<file path="src/rtl/sram_generic_pipe.sv">
// sram_generic_pipe
//   Two-port SRAM model with granule write enables, a configurable read
//   pipeline (nlat cycles) with per-port valid strobes, defined cross-port
//   collision behaviour, out-of-range handling and a self-timed clear
//   sequencer that zeroes one word per cycle.
//
// Ports
//   clk            clock, rising edge
//   rstb           asynchronous active-low reset
//   clr            start a clear sequence (honoured only when idle)
//   busy           clear sequence in progress; port requests are dropped
//   rden_N/wren_N  read / write request, port N (write dominates read)
//   be_N           granule write enables, port N
//   addr_N         word address, port N
//   data_N         write data, port N
//   q_N            read data, port N (holds last result between reads)
//   qv_N           one-cycle pulse marking a new read result on q_N
module sram_generic_pipe #(
  parameter int nbits   = 8,
  parameter int nwords  = 8,
  parameter int wgran   = 8,
  parameter int nlat    = 1,
  parameter int rdw_new = 0,
  parameter int naddrb  = $clog2(nwords),
  parameter int nwe     = nbits / wgran
) (
  input  logic              clk,
  input  logic              rstb,
  input  logic              clr,
  output logic              busy,
  input  logic              rden_1,
  input  logic              wren_1,
  input  logic [nwe-1:0]    be_1,
  input  logic [naddrb-1:0] addr_1,
  input  logic [nbits-1:0]  data_1,
  output logic [nbits-1:0]  q_1,
  output logic              qv_1,
  input  logic              rden_2,
  input  logic              wren_2,
  input  logic [nwe-1:0]    be_2,
  input  logic [naddrb-1:0] addr_2,
  input  logic [nbits-1:0]  data_2,
  output logic [nbits-1:0]  q_2,
  output logic              qv_2
);

  localparam bit params_ok = (nlat >= 1) && (nlat <= 4) && (wgran >= 1) &&
                             (nwords >= 2) && ((nbits % wgran) == 0) &&
                             (naddrb == $clog2(nwords)) && (nwe == nbits / wgran);

  generate
    if (!params_ok) begin : g_param_error
      $error("sram_generic_pipe: illegal parameter combination");
    end
  endgenerate

  localparam logic [naddrb:0]   nwords_w  = (naddrb + 1)'(nwords);
  localparam logic [naddrb-1:0] last_addr = naddrb'(nwords - 1);

  typedef enum logic {
    ST_IDLE,
    ST_CLEAR
  } state_t;

  state_t            state_q, state_d;
  logic [naddrb-1:0] ptr_q, ptr_d;

  logic [nbits-1:0]  mem_q [nwords];
  logic [nbits-1:0]  mem_d [nwords];

  // Per-port views so both ports share one description of the logic
  logic              rden     [2];
  logic              wren     [2];
  logic [nwe-1:0]    be       [2];
  logic [naddrb-1:0] addr     [2];
  logic [nbits-1:0]  wdata    [2];
  logic              in_range [2];
  logic              wr_go    [2];
  logic              rd_go    [2];
  logic [nbits-1:0]  rd_val   [2];

  logic [nbits-1:0]  pipe_data_q [2][nlat];
  logic [nbits-1:0]  pipe_data_d [2][nlat];
  logic              pipe_v_q    [2][nlat];
  logic              pipe_v_d    [2][nlat];

  assign rden[0]  = rden_1;
  assign rden[1]  = rden_2;
  assign wren[0]  = wren_1;
  assign wren[1]  = wren_2;
  assign be[0]    = be_1;
  assign be[1]    = be_2;
  assign addr[0]  = addr_1;
  assign addr[1]  = addr_2;
  assign wdata[0] = data_1;
  assign wdata[1] = data_2;

  assign busy = (state_q == ST_CLEAR);

  always_comb begin
    for (int p = 0; p < 2; p++) begin
      in_range[p] = ({1'b0, addr[p]} < nwords_w);
      wr_go[p]    = wren[p] & ~busy;
      rd_go[p]    = rden[p] & ~wren[p] & ~busy;
    end
  end

  // Clear sequencer: walks ptr over every word once, then returns to idle
  always_comb begin
    state_d = state_q;
    ptr_d   = ptr_q;
    case (state_q)
      ST_IDLE: begin
        if (clr) begin
          state_d = ST_CLEAR;
        end
      end
      ST_CLEAR: begin
        if (ptr_q == last_addr) begin
          state_d = ST_IDLE;
          ptr_d   = '0;
        end else begin
          ptr_d = ptr_q + naddrb'(1);
        end
      end
      default: begin
        state_d = ST_IDLE;
        ptr_d   = '0;
      end
    endcase
  end

  // Next memory contents. Port 2 is applied before port 1 so that port 1
  // wins on granules both ports enable; the rest merge as a union.
  always_comb begin
    for (int w = 0; w < nwords; w++) begin
      mem_d[w] = mem_q[w];
    end
    if (busy) begin
      mem_d[ptr_q] = '0;
    end
    for (int p = 1; p >= 0; p--) begin
      if (wr_go[p] && in_range[p]) begin
        for (int g = 0; g < nwe; g++) begin
          if (be[p][g]) begin
            mem_d[addr[p]][g*wgran +: wgran] = wdata[p][g*wgran +: wgran];
          end
        end
      end
    end
  end

  // A read sees either the stored word or the post-write word, which
  // already contains any same-edge write from the other port.
  always_comb begin
    for (int p = 0; p < 2; p++) begin
      rd_val[p] = '0;
      if (in_range[p]) begin
        rd_val[p] = (rdw_new != 0) ? mem_d[addr[p]] : mem_q[addr[p]];
      end
    end
  end

  // Read pipeline: valid bits shift every cycle; each data stage only
  // loads when a valid result arrives, so the last stage holds q_N steady.
  always_comb begin
    for (int p = 0; p < 2; p++) begin
      pipe_v_d[p][0]    = rd_go[p];
      pipe_data_d[p][0] = rd_go[p] ? rd_val[p] : pipe_data_q[p][0];
      for (int s = 1; s < nlat; s++) begin
        pipe_v_d[p][s]    = pipe_v_q[p][s-1];
        pipe_data_d[p][s] = pipe_v_q[p][s-1] ? pipe_data_q[p][s-1] : pipe_data_q[p][s];
      end
    end
  end

  always_ff @(posedge clk or negedge rstb) begin
    if (!rstb) begin
      state_q <= ST_IDLE;
      ptr_q   <= '0;
      for (int w = 0; w < nwords; w++) begin
        mem_q[w] <= '0;
      end
      for (int p = 0; p < 2; p++) begin
        for (int s = 0; s < nlat; s++) begin
          pipe_v_q[p][s]    <= 1'b0;
          pipe_data_q[p][s] <= '0;
        end
      end
    end else begin
      state_q <= state_d;
      ptr_q   <= ptr_d;
      for (int w = 0; w < nwords; w++) begin
        mem_q[w] <= mem_d[w];
      end
      for (int p = 0; p < 2; p++) begin
        for (int s = 0; s < nlat; s++) begin
          pipe_v_q[p][s]    <= pipe_v_d[p][s];
          pipe_data_q[p][s] <= pipe_data_d[p][s];
        end
      end
    end
  end

  assign q_1  = pipe_data_q[0][nlat-1];
  assign qv_1 = pipe_v_q[0][nlat-1];
  assign q_2  = pipe_data_q[1][nlat-1];
  assign qv_2 = pipe_v_q[1][nlat-1];

endmodule

</file>
<file path="config.mk">
export PLATFORM = sky130hd
export DESIGN_NAME = sram_generic_pipe
export DESIGN_NICKNAME = d
export VERILOG_FILES = /design/src/rtl/sram_generic_pipe.sv
export SDC_FILE = /design/constraint.sdc
export NUM_CORES = 1
export LEC_CHECK = 0
export ABC_AREA = 1
export CAP_MARGIN = 10
export CORE_ASPECT_RATIO = 1.25
export CORE_UTILIZATION = 55
export CTS_BUF_LIST = sky130_fd_sc_hd__clkbuf_4 sky130_fd_sc_hd__clkbuf_8
export DETAILED_ROUTE_END_ITERATION = 6
export GPL_ROUTABILITY_DRIVEN = 0
export PLACE_DENSITY = 0.76
export SLEW_MARGIN = 20
export SYNTH_ARGS = -nofsm -noshare
export SYNTH_HDL_FRONTEND = slang
export SYNTH_SLANG_ARGS = --single-unit
</file>
<file path="constraint.sdc">
create_clock -name clk -period 4.65 [get_ports clk]
set_input_delay 1.395 -clock clk [delete_from_list [all_inputs] [get_ports clk]]
set_output_delay 1.395 -clock clk [all_outputs]
set_load 0.02 [all_outputs]
</file>
; Yosys cells after proc, flatten, opt, wreduce, memory -nomap -nowiden
; Index checks and enable logic that the tools add are counted.
[op_classes]
n_addsub = 1
order_cmp = 6
eq_ne = 1
muxes = 23
bitwise = 14
n_reduce_logical = 3
[ops]
columns = op, n
row1 = $mux W64, 5
row2 = $bwmux W64, 2
row3 = $demux W8 S3, 3
row4 = $and A64 B64 Y64, 1
row5 = $not A64 Y64, 1
row6 = $mux W8, 7
row7 = $bmux W8 S3, 2
row8 = $ge A4 B4 Y1 const B, 3
row9 = $lt A4 B1 Y1 const B, 3
row10 = $not A3 Y4, 3
row11 = $and A1 B1 Y1, 6
row12 = $add A3 B1 Y3 const B, 1
row13 = $eq A3 B3 Y1 const B, 1
row14 = $logic_and A1 B1 Y1, 3
row15 = $mux W3, 1
row16 = $not A1 Y1, 3
row17 = $mux W1, 2
row18 = $pmux W1 S2, 1
[word_totals]
reg_bits = 86
input_bits = 31
wordCells = 62

; Logic depth before layout (Yosys ltp)
[depth]
depth_word = 14
mapped_depth = 11
ltp_nobuf = 9

; Worst setup path before layout
; OpenSTA, ideal clock, no wires.
[synth_timing]
path_type = input to register
start = input port addr_2[1]
end = register mem_q[63] (netlist name)
setup_ns = 0.126
arrival_ns = 2.345
t_required_ns = 4.524
slack_ns = 2.179
path_stages = 7
path_buffers = 1
cell_sequence = inv_1 -> clkbuf_1 -> nand3_1 -> nor2_1 -> nand2_1 -> nand3_1 -> o21ai_0
[synth_lines]
columns = item, line_no
row1 = from (decl), 41  ; input logic [naddrb-1:0] addr_2,
row2 = "to (signal, indexed assignment)", 194  ; mem_q[w] <= mem_d[w];
row3 = to (decl), 68  ; logic [nbits-1:0] mem_q [nwords];

==> results_dict.tcl <==
set metrics [dict create \
    hold_buffers 0 \
    cp-end-kind "register" \
    clock.fmax_ghz 0.3152 \
    syn_to_final_growth_pct 13.24 \
    min_to "q_2[4]" \
    ir_worst_vdd_mv 0.1880 \
    totalWireLength_mm 18.59 \
    cp.arrival_ns 3.42 \
    start_util_pct 56.96 \
    cts_tree "built" \
    fin_nets 1021 \
    power_density_mw_per_mm2 508.7 \
    grt_max_degree 65 \
    required_ns 4.89 \
    crit_chain "clkdlybuf4s50_1 > inv_1 > nand3_1 > nor2_1 > nand2_1 > nand3_1 > o21ai_0" \
    r2r-start "busy" \
    post_cts_buffers 0 \
    clk_latency_ns 0.37 \
    routed_via_density 5.405 \
    grt_pass1_vias 5237 \
    syn_nets 987 \
    hpwl_mm 13.19 \
    period_minus_slack_ns 3.173 \
    relSlewSlack_pct 35.07 \
    track_usage_pct 36.21 \
    grt_pass1_wl_mm 28.95 \
    ys_ff_latch 86 \
    netlist_area_mm2 0.005786 \
    antenna_found_initial 0 \
    ys_seq_area_share_pct 37.20 \
    slew_violations 0 \
    skew_ns 0.006060 \
    dr_total_vias 6064 \
    antenna_cells 0 \
    die_h_um 116.7 \
    worst_pin_slew_ns 0.9697 \
    grt_overflow_total 0 \
    finalSetupTns_ns 0 \
    cts.path.max_buffers 2 \
    finalHoldViolCount 0 \
    r2r_slack_ns 2.58 \
    pin_count 50 \
    syn-instance-count 954 \
    mostFrequentLayoutCells "503 x nand2_1, 106 x nor2_1, 86 x dfrtp_1" \
    ant_nets 0 \
    cp_slowest_cell "clkdlybuf4s50_1" \
    num_rows 41 \
    cap_violations 0 \
    fp.dieW_um 93.74 \
    setup.worst_path.class "in -> reg" \
    drive_gt1_share_pct 6.042 \
    r2r-end "mem_q[63]" \
    post-route-period-util_pct 68.23 \
    drtIter0Drc 702 \
    rsz0062_at_grt "no" \
    layout_commonest_cell "nand2_1" \
    critPathBufInv 2 \
    cts_root_buf "clkbuf_8" \
    core-area_mm2 0.01016 \
    path_clk_slew_ns 0.09 \
    cts.sinks 86 \
    path_max_fanout 13 \
    outcome "finished, final reports clean" \
    slowest_delay_ns 0.67 \
    critPathLaunchType "input pin" \
    drc 0 \
    holdPathStages 2 \
    cts_resized 0 \
    wl_per_cell_um 16.56 \
    total_power_mw 3.333 \
    critical_path.most_common_cell "nand3_1" \
    hp-class "reg -> reg" \
    nFillCells 1016 \
    cts-buffers-inserted 9 \
    p_leak_nw 3.650 \
    cts_max_level 3 \
    reg2regPathDepth 6 \
    drtPass1Iterations 5 \
    utilization_pct 64.50 \
    portBuffers 49 \
    ys_types 27 \
    min_from "q_2[4]" \
    cp_top_family "buffers and inverters" \
    setup_violations 0 \
    avgSynthCellArea_um2 6.065 \
    ys.warnings.count 0 \
    dieArea_mm2 0.01094 \
]
[how the worst max path moves through the flow]
stage	start	to	slack (ns)	cells after the start
floorplan	addr_2[1]	mem_q[63]	2.18	7
detailed placement	addr_2[2]	mem_q[40]	1.16	7
global placement	addr_2[2]	mem_q[40]	1.19	7
finish	addr_2[2]	mem_q[40]	1.48	7
CTS	addr_2[2]	mem_q[40]	1.56	7
global route	addr_2[1]	mem_q[49]	1.29	8
[metal layers]
metal	part of all wire, %	vias up	global-route usage, %
li1	-	2984	-
met1	40	2702	47.89
met2	46	326	57.08
met3	9.6	52	7.357
met4	4.2	0	16.72
met5	0	-	0
[sequential cells by signal, summed over array words and instances (netlist names)]
signal / flops
qv_2: 1
qv_1: 1
busy: 1
q_2: 8
mem_q: 64
ptr_q: 3
q_1: 8
[synthesized netlist by cell type (all sizes together)]
cell type,number,area (µm²)
a21oi,51,255.2
dfrtp,86,2152
nor3b,1,12.51
inv,71,266.5
nor2,110,427.9
nand2,508,1939
ha,2,25.02
nand4,1,6.260
nand3,43,220.2
nor3,3,31.28
clkbuf,12,45.04
or2,19,118.9
clkinv,2,7.510
buf,21,117.6
o211ai,16,120.1
o21ai,8,40.03
[where the power goes]
part | switching, mW | internal [mW] | total [mW]
logic | 0.836 | 0.565 | 1.40
registers | 0.257 | 1.05 | 1.31
clock network | 0.299 | 0.321 | 0.620
[kinds of logic (layout without fill, tap and decap cells)]
group | count (synthesis) | after routing | synth area share, %
DFF | 86 | 86 | 37.20
AOI/OAI and AO/OA | 75 | 75 | 7.180
adders and majority gates | 2 | 2 | 0.4325
and+or+nand+nor | 685 | 685 | 47.64
buffers and inverters | 106 | 145 | 7.547
[cell type report]
| cell class | count | area, µm² | area share, % |
|---|---|---|---|
| clock inverter | 6 | 93.84 | 1.432 |
| tap | 129 | 161.4 | 2.464 |
| timing repair buffer | 56 | 535.5 | 8.174 |
| multi-input combinational | 762 | 3197 | 48.80 |
| inverter | 73 | 274.0 | 4.183 |
| clock buffer | 10 | 137.6 | 2.101 |
| sequential | 86 | 2152 | 32.85 |
[worst reg2reg max path, stage by stage, from the launching register on]
cell and delay, ns:
dfrtp_1 0.50, inv_2 0.16, nand2_2 0.09, nor3_2 0.43, nand2_1 0.46, nand3_1 0.20
o21ai_0 0.10
[per-stage QoR]
step,hold slack [ns],area (µm²),std cells,worst slack [ns]
2_1_floorplan,0.5527,5786,954,2.179
3_3_place_gp,0.4618,6320,1106,1.193
3_5_place_dp,0.4657,6320,1106,1.162
4_1_cts,0.4901,6551,1122,1.562
5_1_grt,0.5042,6551,1122,1.288
6_report,0.4844,6551,1122,1.477
Note: power is estimated with default switching activity, not from simulation.
